## src/rtl/usb_data_buffer.sv

```systemverilog
// usb_data_buffer: byte FIFO between the USB RX packet side and the TX/host side.
// Registered read data, occupancy counter, sticky overflow/underflow flags.
module usb_data_buffer #(
    parameter int DEPTH = 64,
    parameter int WIDTH = 8
) (
    input  logic                       clk,
    input  logic                       rst,
    input  logic                       clear,
    input  logic                       wr_en,
    input  logic [WIDTH-1:0]           wr_data,
    input  logic                       rd_en,
    output logic [WIDTH-1:0]           rd_data,
    output logic [$clog2(DEPTH):0]     occupancy,
    output logic                       full,
    output logic                       empty,
    output logic                       overflow,
    output logic                       underflow
);

    localparam int AW = $clog2(DEPTH);

    logic [WIDTH-1:0] mem [DEPTH];
    logic [AW-1:0]    wr_ptr;
    logic [AW-1:0]    rd_ptr;
    logic             wr_acc;
    logic             rd_acc;

    // Flags come from registered occupancy only.
    assign full  = (occupancy == (AW+1)'(DEPTH));
    assign empty = (occupancy == '0);

    // Accept decisions use pre-edge flags, so a read cannot free room for
    // a same-cycle write and a write cannot feed a same-cycle read.
    assign wr_acc = wr_en && !full;
    assign rd_acc = rd_en && !empty;

    // Storage array; contents need no reset.
    always_ff @(posedge clk) begin
        if (!clear && wr_acc) begin
            mem[wr_ptr] <= wr_data;
        end
    end

    // Pointers, occupancy, read data and sticky error flags.
    always_ff @(posedge clk or posedge rst) begin
        if (rst) begin
            wr_ptr    <= '0;
            rd_ptr    <= '0;
            occupancy <= '0;
            rd_data   <= '0;
            overflow  <= 1'b0;
            underflow <= 1'b0;
        end else if (clear) begin
            wr_ptr    <= '0;
            rd_ptr    <= '0;
            occupancy <= '0;
            rd_data   <= '0;
            overflow  <= 1'b0;
            underflow <= 1'b0;
        end else begin
            if (wr_acc) begin
                wr_ptr <= wr_ptr + 1'b1;
            end
            if (rd_acc) begin
                rd_data <= mem[rd_ptr];
                rd_ptr  <= rd_ptr + 1'b1;
            end
            if (wr_acc && !rd_acc) begin
                occupancy <= occupancy + 1'b1;
            end else if (rd_acc && !wr_acc) begin
                occupancy <= occupancy - 1'b1;
            end
            if (wr_en && full) begin
                overflow <= 1'b1;
            end
            if (rd_en && empty) begin
                underflow <= 1'b1;
            end
        end
    end

endmodule

```

## config.mk

```make
export PLATFORM = sky130hd
export DESIGN_NAME = usb_data_buffer
export DESIGN_NICKNAME = d
export VERILOG_FILES = /design/src/rtl/usb_data_buffer.sv
export SDC_FILE = /design/constraint.sdc
export NUM_CORES = 1
export LEC_CHECK = 0
export CORE_MARGIN = 2
export CORE_UTILIZATION = 55
export DETAILED_ROUTE_END_ITERATION = 7
export HOLD_SLACK_MARGIN = 0.1
export PLACE_DENSITY = 0.76
export SLEW_MARGIN = 20
export SYNTH_ARGS = -nofsm -noshare
export SYNTH_HDL_FRONTEND = slang
export SYNTH_SLANG_ARGS = --single-unit
```

## constraint.sdc

```tcl
create_clock -name clk -period 7.15 [get_ports clk]
set_input_delay 1.0725 -clock clk [delete_from_list [all_inputs] [get_ports clk]]
set_output_delay 1.0725 -clock clk [all_outputs]
set_load 0.01 [all_outputs]
```

==> results of run 1 <==
==> power groups by stage <==
stage          combinational [mW]  sequential [mW]  clock [mW]
3_3_place_gp                 1.04             3.69           0
6_report                     1.07             3.63        2.60
4_1_cts                      1.07             3.62        2.63
2_1_floorplan               0.833             3.63           0
3_5_place_dp                 1.06             3.69           0
5_1_grt                      1.14             3.63        2.75
==> state kept, by name, indices dropped and copies added, names as in the netlist <==
name       flops
underflow      1
occupancy      7
overflow       1
wr_ptr         6
rd_data        8
rd_ptr         6
mem          512
==> kinds of logic (layout without fill, tap and decap cells) <==
kind of cell / count (synthesis) / in the layout / synth area share (%)
multiplexers: 176 / 176 / 13.4
buffers and inverters: 74 / 152 / 2.03
XOR/XNOR: 12 / 12 / 0.489
flip-flops: 541 / 541 / 74.9
AND/OR/NAND/NOR: 166 / 166 / 3.56
adder cells (fa/ha/maj): 9 / 9 / 0.559
AO/OA/AOI/OAI: 145 / 145 / 5.00
==> metal layers <==
layer / share of wire (%) / routed length (um)
met2: 48 / 22100
met3: 9.4 / 4360
met5: 0 / 0
met1: 40 / 18700
met4: 2.9 / 1360
==> final timing paths <==
kind                            slack [ns]  cells after the start                     start                       end
max in group asynchronous             5.95                      3                       rst     rd_ptr[2]$_DFFE_PP0P_
min in group asynchronous             0.89                      3                       rst  occupancy[2]$_DFFE_PP0P_
worst min-delay path                  0.50                      2     underflow$_DFFE_PP0P_     underflow$_DFFE_PP0P_
worst max-delay path                  3.36                     10  occupancy[4]$_DFFE_PP0P_  occupancy[6]$_DFFE_PP0P_
worst min register to register        0.50                      2     underflow$_DFFE_PP0P_     underflow$_DFFE_PP0P_
worst max register to register        3.36                     10  occupancy[4]$_DFFE_PP0P_  occupancy[6]$_DFFE_PP0P_
==> final cells by class <==
cell class,instances,area (um^2)
clock inverter,29,243
clock buffer,64,1370
tap,518,648
sequential,541,16100
fill,2591,14900
inverter,6,22.5
timing repair buffer,53,448
multi-input combinational,508,4960
==> layout by cell type (no fill, tap or decap), types with 3 or more instances in the layout <==
| cell | instances |
|---|---|
| o31ai_1 | 4 |
| mux4_2 | 73 |
| mux4_1 | 13 |
| a21oi_1 | 38 |
| nor3_1 | 16 |
| o221ai_1 | 16 |
| o21ai_0 | 7 |
| o22ai_1 | 27 |
| buf_2 | 8 |
| clkinv_2 | 13 |
| a22o_1 | 8 |
| or3_1 | 4 |
| nor2_1 | 88 |
| nand3b_1 | 4 |
| nand4_1 | 6 |
| buf_4 | 21 |
| nor4_1 | 4 |
| clkdlybuf4s50_1 | 23 |
| ha_1 | 8 |
| mux2i_1 | 90 |
| xnor2_1 | 5 |
| xor2_1 | 7 |
| dfrtp_1 | 26 |
| bufinv_16 | 4 |
| a211oi_1 | 7 |
| a2111oi_2 | 8 |
| inv_1 | 5 |
| clkinv_1 | 10 |
| nand3_1 | 6 |
| edfxtp_1 | 512 |
| nor2b_1 | 3 |
| clkbuf_1 | 11 |
| a22oi_1 | 16 |
| clkbuf_16 | 53 |
| a221oi_1 | 5 |
| nand2_1 | 21 |
==> critical path, delay by kind of cell (launching register included) <==
family | cells | cell delay, ns
AO/OA/AOI/OAI | 4 | 1.15
flip-flops | 1 | 0.45
adder cells (fa/ha/maj) | 1 | 0.43
AND/OR/NAND/NOR | 5 | 1.63
==> synth_stat cells (8+ instances only) <==
library cell / instances / area, um^2
a22o_1: 8 / 70.1
nor3_1: 16 / 80.1
o221ai_1: 16 / 140
buf_1: 10 / 37.5
mux2i_1: 90 / 901
a21oi_1: 38 / 190
mux4_1: 13 / 342
mux4_2: 73 / 1640
a2111oi_2: 8 / 120
a22oi_1: 16 / 120
ha_1: 8 / 100
o22ai_1: 27 / 169
edfxtp_1: 512 / 15400
dfrtp_1: 29 / 726
buf_6: 9 / 101
nand2_1: 21 / 78.8
buf_2: 14 / 70.1
clkbuf_1: 25 / 93.8
nor2_1: 88 / 330
==> through the flow <==
| stage | area (um^2) | utilization (%) | power (mW) |
|---|---|---|---|
| after floorplan | 21500 | - | 4.46 |
| after detailed placement | 22200 | 57.4 | 4.75 |
| after global routing | 23800 | 61.6 | 7.52 |
| after global placement | 22200 | 57.4 | 4.73 |
| after CTS | 23800 | 61.6 | 7.33 |
| final | 23800 | 61.6 | 7.30 |
==> results.cfg, run 1 <==
[cts]
ctsHoldBuffers = 0
tritoncts = done
cts_buffers = 50
clk_latency_ns = 0.57
cts_resized = 0
cts_sinks = 541
htreeDepth = 2
cts.clk_slew.worst_paths_ns = 0.06
clk_path_buf_depth = 3
root_buffer = clkbuf_16
post_cts_buffers = 0

[global_routing]
use_met2_pct = 36.0
gr-total-overflow = 0
busiest_layer = met2
grt_max_degree = 65
grt_use_met3_pct = 4.34
grt.met1_usage_pct = 34.1
grt_pass1_vias = 10720
antenna_found_initial = 0
grt_util_all_layers_pct = 23.2
grt_pass1_wl_um = 69600

[timing]
min_period_ns = 3.79
max-slew-margin-rel_pct = 42.6
finalSetupTns_ns = 0
hold_violations = 0
fin_skew_ns = 0.0152
min_period_over_period_pct = 53.0
rsz0062_at_grt = false
setup_viol = 0
tightestPinTransition_ns = 0.857
finalWorstSetupSlack_ns = 3.36
fmax_ghz = 0.264
whs_ns = 0.503
slew_violations = 0

[power]
power.density_mw_per_mm2 = 307
power.switching_mw = 1.78
sequentialPowerShare_pct = 49.7
p_int_mw = 5.51
power_frac_comb_pct = 14.6
leakage_nw = 7.41
pwr-share-clk_pct = 35.7
vdd_ir_drop_max_mv = 0.150
p_sw_share_pct = 24.4

[worst_setup_path]
cp_slowest_cell = o41ai_4
path_max_fanout = 12
crit_path_frequent_cell = o21ai_0
start_kind = flip-flop
cp.required_ns = 7.59
critPathKind = flip-flop to flip-flop
arrival_ns = 4.23
crit_path_end_kind = flip-flop
slowest_delay_ns = 0.69
crit_chain = or4_1 -> o41ai_4 -> nand2_1 -> ha_1 -> nor2b_1 -> o21ai_0 -> a21oi_1 -> nor4_1 -> o21ai_0 -> nor3b_1

[cells_and_area]
area_delta_synth_final_pct = 10.7
drive_above_1_share_pct = 16.2
antennaDiodeCount = 0
fin_nets = 1182
fin_cells = 1719

[route]
drt-total-wl_um = 46400
avgViaCountPerCell = 6.37
via_count = 10947
drtPass1Iterations = 6
wl_per_cell_um = 27.0
ant_nets = 0
initialDrtViolationCount = 1379
drc_errors = 0

[logic_synthesis]
synthFlopType = edfxtp_1
synth_seq_area_share_pct = 74.9
synth_cell_types = 54
syn_area_mm2 = 0.0215
synth_edf_count = 512
yosysWarnings = 0
synth_cells = 1123
syn_nets = 1145
yosys_register_bits = 541
syn-mean-instance-area_um2 = 19.1
async_reset_ff_share_pct = 5.36

[placement]
placed_cells = 1626
place_ws_ns = 3.01
dp_hpwl_um = 27000
gp_congestion = 0.839
portBuffers = 31

[hold_path]
hold_class = flip-flop to flip-flop

[run]
maxCapViolations = 0

[floorplanning]
core_area_mm2 = 0.0386
dieArea_mm2 = 0.0407
dieHeight_um = 202
die_w_um = 202
rows = 72
start_util_pct = 55.6
num_io_pins = 32

[run_status]
status = complete, no violations
Power figures use the tool's default switching activity.
==> run 2: changes to the inputs <==
==> constraint.sdc (replaced) <==
create_clock -name clk -period 3.94 [get_ports clk]
set_input_delay 0.591 -clock clk [delete_from_list [all_inputs] [get_ports clk]]
set_output_delay 0.591 -clock clk [all_outputs]
set_load 0.01 [all_outputs]
==> run 2 against run 1 <==
Against the previous run:
- total power grew 87%
- via count grew 1.5%
- register-to-register slack lost 2.8 ns
- clock skew grew 0.00055 ns
- flip-flop and latch count is the same
- clock-buffer cell count grew 3
- largest cell class unchanged
- global-route usage grew 0.54 points
- die area is the same
- maximum frequency grew 13%
- cell count grew 1.3%
- highest routed layer unchanged
==> results.cfg, run 2 (synthesized netlist as in run 1, its figures left out) <==
[cells_and_area]
largest_registers = mem: 512 flops, rd_data: 8 flops, occupancy: 7 flops
top_register = mem
final_common_cell = edfxtp_1
postLayoutCoreUtil_pct = 62.4
area_delta_synth_final_pct = 12.3
fin_nets = 1205
fillers = 2544
fin_cells = 1741
largest_register_ffs = 512
antennaDiodeCount = 0
final_cell_mix = edfxtp_1 (512), mux2i_1 (90), nor2_1 (88)
drive_above_1_share_pct = 17.8

[global_routing]
antenna_found_initial = 0
grt_max_degree = 65
grt_util_all_layers_pct = 23.8
gr-total-overflow = 0
grt_pass1_wl_um = 71200
grt_pass1_vias = 11093

[route]
wl_per_cell_um = 27.0
avgViaCountPerCell = 6.38
via_count = 11106
drc_errors = 0
drtPass1Iterations = 7
initialDrtViolationCount = 1400
drt-total-wl_um = 47000
ant_nets = 0

[worst_setup_path]
crit_chain = or4_1 -> o41ai_4 -> buf_4 -> nand2_1 -> ha_1 -> nor2b_1 -> o21ai_0 -> a21oi_1 -> nor4_1 -> o21ai_0 -> nor3b_1
cp.required_ns = 4.40
cp_slowest_cell = or4_1
critical_path.startpoint = occupancy[4]$_DFFE_PP0P_
path_max_fanout = 12
critPathKind = flip-flop to flip-flop
arrival_ns = 3.81
r2r-start = occupancy[4]$_DFFE_PP0P_
r2r_cells = 11
slowest_delay_ns = 0.62
cp.depth = 11
path_delay_family = simple AND/OR/NAND/NOR gates
crit_path_frequent_cell = o21ai_0
start_kind = flip-flop
crit_path_end_kind = flip-flop
worst-path-buf-inv = 1

[placement]
dp_hpwl_um = 27500
gp_congestion = 0.848
place_ws_ns = 0.617
placed_cells = 1647
portBuffers = 31

[floorplanning]
rows = 72
num_io_pins = 32
core_area_mm2 = 0.0386
die_w_um = 202
dieHeight_um = 202
start_util_pct = 55.6
dieArea_mm2 = 0.0407

[cts]
cts_resized = 0
cts.clk_slew.worst_paths_ns = 0.06
cts_sinks = 541
cts_buffers = 52
tritoncts = done
ctsHoldBuffers = 0
post_cts_buffers = 0
root_buffer = clkbuf_16
htreeDepth = 2
clk_latency_ns = 0.59
clk_path_buf_depth = 3

[power]
leakage_nw = 7.59
power.density_mw_per_mm2 = 566
p_total_mw = 13.7
vdd_ir_drop_max_mv = 0.329

[timing]
min_period_ns = 3.35
hold_violations = 0
fin_skew_ns = 0.0157
setup_viol = 0
slew_violations = 0
max-slew-margin-rel_pct = 36.0
finalWorstSetupSlack_ns = 0.590
rsz0062_at_grt = false
finalSetupTns_ns = 0
min_period_over_period_pct = 85.0
fmax_ghz = 0.298
tightestPinTransition_ns = 0.956

[run_status]
status = complete, no violations

[run]
maxCapViolations = 0

[hold_path]
hold_class = input pin to asynchronous set/reset pin
run 2: cell count changes in the layout (fill, tap and decap cells not counted), sizes merged:
cell,delta
buf,+21
bufinv,+4
clkbuf,+3
clkinv,-6
run 2: report_power, final:
group | total (mW) | switching, mW | internal [mW]
sequential | 6.55 | 0.179 | 6.37
combinational | 2.00 | 1.06 | 0.941
clock | 5.11 | 2.05 | 3.05
run 2: area by class of cell:
class | instances | area, um^2 | area share, %
Sequential cell | 541 | 16100 | 66.8
Multi-Input combinational cell | 508 | 4960 | 20.5
Clock buffer | 67 | 1420 | 5.88
Tap cell | 518 | 648 | 2.69
Timing Repair Buffer | 74 | 633 | 2.62
Clock inverter | 27 | 333 | 1.38
Inverter | 6 | 22.5 | 0.0934
run 2: layer usage:
layer | share of wire [%] | vias up | track usage (%)
li1 | - | 4709 | -
met4 | 3.1 | 0 | 7.38
met5 | 0 | - | 0
met1 | 40 | 5677 | 33.6
met3 | 10 | 103 | 6.06
met2 | 47 | 617 | 37.0
run 2: final timing paths:
kind	end	slack (ns)
min	underflow$_DFFE_PP0P_	0.49
max reg2reg	occupancy[6]$_DFFE_PP0P_	0.59
min reg2reg	underflow$_DFFE_PP0P_	0.49
min in group clk	underflow$_DFFE_PP0P_	0.49
max in group asynchronous	wr_ptr[0]$_DFFE_PP0P_	2.78
max	occupancy[6]$_DFFE_PP0P_	0.59
run 2: per-stage QoR:
step / hold WS (ns) / area (um^2)
floorplan: 0.526 / 21500
global placement: 0.477 / 22400
detailed placement: 0.481 / 22400
CTS: 0.489 / 24100
global route: 0.531 / 24100
finish: 0.490 / 24100
run 2: worst reg2reg max path, stage by stage, from the launching register on:
cell     delay, ns
dfrtp_1       0.42
or4_1         0.62
o41ai_4       0.22
buf_4         0.24
nand2_1       0.21
ha_1          0.37
nor2b_1       0.16
o21ai_0       0.23
a21oi_1       0.13
nor4_1        0.30
o21ai_0       0.16
nor3b_1       0.16
==> run 3: changes to the inputs <==
--- a/config.mk
+++ b/config.mk
@@ -5,7 +5,6 @@
 export SDC_FILE = /design/constraint.sdc
 export NUM_CORES = 1
 export LEC_CHECK = 0
-export CORE_MARGIN = 2
 export CORE_UTILIZATION = 55
 export DETAILED_ROUTE_END_ITERATION = 7
 export HOLD_SLACK_MARGIN = 0.1
==> run 3 against run 2 <==
Against the previous run:
- clock skew up 0.00081 ns
- largest power group unchanged
- utilization up 0.42 points
- via count down 0.26%
- sequential share of layout area down 0.29 points
- combinational power about the same
- clock-buffer cell count down 3
- global-route usage up 0.61 points
- first-iteration DRC count down 23%
- sequential power up 0.6%
- non-clock buffer count up 28
- flip-flop and latch count unchanged
- worst hold slack worse by 0.016 ns
==> results.cfg, run 3 (synthesized netlist as in run 1, its figures left out) <==
[timing]
tightestPinTransition_ns = 0.925
min_period_over_period_pct = 80.0
min_period_ns = 3.15
slew_violations = 0
max-slew-margin-rel_pct = 38.3
fin_skew_ns = 0.0165
rsz0062_at_grt = false
fmax_ghz = 0.317
setup_viol = 0
hold_violations = 0
finalSetupTns_ns = 0

[power]
power.density_mw_per_mm2 = 551
vdd_ir_drop_max_mv = 0.351
leakage_nw = 7.68
p_total_mw = 13.4

[run_status]
status = complete, no violations

[hold_path]
hp-start = wr_data[5]
hold_class = input pin to flip-flop

[floorplanning]
rows = 72
core_area_mm2 = 0.0386
die_w_um = 200
start_util_pct = 55.7
dieHeight_um = 200
num_io_pins = 32
dieArea_mm2 = 0.0399

[cts]
cts_sinks = 541
post_cts_buffers = 0
clk_path_buf_depth = 3
clk_latency_ns = 0.61
root_buffer = clkbuf_16
tritoncts = done
htreeDepth = 2
cts.clk_slew.worst_paths_ns = 0.06
cts_buffers = 53
cts_resized = 0
ctsHoldBuffers = 0

[run]
maxCapViolations = 0

[cells_and_area]
final_area_mm2 = 0.0242
final_common_cell = edfxtp_1
fin_nets = 1234
area_delta_synth_final_pct = 12.7
top_register = mem
antennaDiodeCount = 0
drive_above_1_share_pct = 19.5
final_cell_mix = edfxtp_1 (512), mux2i_1 (90), nor2_1 (88)
largest_registers = mem: 512 flops, rd_data: 8 flops, occupancy: 7 flops
fillers = 2603
postLayoutCoreUtil_pct = 62.8
largest_register_ffs = 512

[worst_setup_path]
crit_chain = or4_1 -> o41ai_4 -> nand2_1 -> ha_1 -> nor2b_1 -> o21ai_0 -> a21oi_1 -> nor4_1 -> o21ai_0 -> nor3b_1
cp_slowest_cell = or4_1
path_max_fanout = 7
critical_path.startpoint = occupancy[4]$_DFFE_PP0P_
crit_path_end_kind = flip-flop
cp.required_ns = 4.41
slowest_delay_ns = 0.62
arrival_ns = 3.62
crit_path_frequent_cell = o21ai_0
critPathKind = flip-flop to flip-flop
start_kind = flip-flop
r2r-start = occupancy[4]$_DFFE_PP0P_

[placement]
dpl_cell_area_mm2 = 0.0226
dp_hpwl_um = 29000
portBuffers = 31
gp_congestion = 0.832

[global_routing]
grt_pass1_wl_um = 69400
gr-total-overflow = 0
grt_pass1_vias = 10905
antenna_found_initial = 1
grt_max_degree = 65
grt_util_all_layers_pct = 24.4

[route]
drtPass1Iterations = 7
dr_wl_met3_um = 4160
avgViaCountPerCell = 6.24
top_layer = met5
initialDrtViolationCount = 1082
drc_errors = 0
drt-total-wl_um = 46500
m1WireLength_um = 18500
wl_per_cell_um = 26.2
ant_nets = 0
via_count = 11077
met2_length_um = 22800
==> run 3: changes by cell type in the layout (fill, tap and decap cells not counted) <==
cell	before	now
buf_4	47	69
inv_16	0	1
buf_12	2	3
clkinv_1	10	17
clkbuf_8	4	1
buf_2	2	7
clkinvlp_4	2	3
bufinv_16	8	3
clkinv_2	7	10
inv_6	0	2
==> run 3: area by class of cell <==
class | instances | area, um^2 | share of cell area, %
clock buffers | 64 | 1380 | 5.69
clock inverters | 36 | 269 | 1.11
inverters | 6 | 22.5 | 0.0930
multi-input cells | 508 | 4960 | 20.5
flip-flops and latches | 541 | 16100 | 66.5
well taps | 518 | 648 | 2.68
repair buffers | 102 | 843 | 3.48
==> run 3: report_power, final <==
part / total [mW] / internal (mW) / switching (mW)
Sequential: 6.59 / 6.37 / 0.219
Clock: 4.79 / 2.69 / 2.09
Combinational: 1.98 / 0.958 / 1.03
==> run 3: path summary, 6_finish.rpt <==
check | end | slack [ns] | cells after the start
worst max-delay path | occupancy[6]$_DFFE_PP0P_ | 0.79 | 10
worst min-delay path | mem[49][5]$_DFFE_PP_ | 0.47 | 1
worst max register to register | occupancy[6]$_DFFE_PP0P_ | 0.79 | 10
worst min register to register | underflow$_DFFE_PP0P_ | 0.51 | 2
max in group asynchronous | occupancy[6]$_DFFE_PP0P_ | 2.76 | 3
min in group asynchronous | wr_ptr[2]$_DFFE_PP0P_ | 0.49 | 2
==> run 3: critical path, delay by kind of cell, from the launching register on <==
family                   cells  cell delay [ns]
AO/OA/AOI/OAI                4             0.76
AND/OR/NAND/NOR              5             1.48
adder cells (fa/ha/maj)      1             0.37
flip-flops                   1             0.42
==> run 3: metal layers <==
metal | vias up | track usage, %
met5 | - | 0
met4 | 2 | 6.93
met3 | 79 | 6.04
met2 | 503 | 38.4
met1 | 5708 | 34.1
li1 | 4785 | -
==> run 3: through the flow <==
step | instances | hold WS [ns] | setup WS, ns
floorplan | 1123 | 0.526 | 0.995
global placement | 1675 | 0.488 | 0.833
detailed placement | 1675 | 0.503 | 0.791
CTS | 1775 | 0.470 | 0.804
global route | 1775 | 0.482 | 0.527
finish | 1775 | 0.474 | 0.789
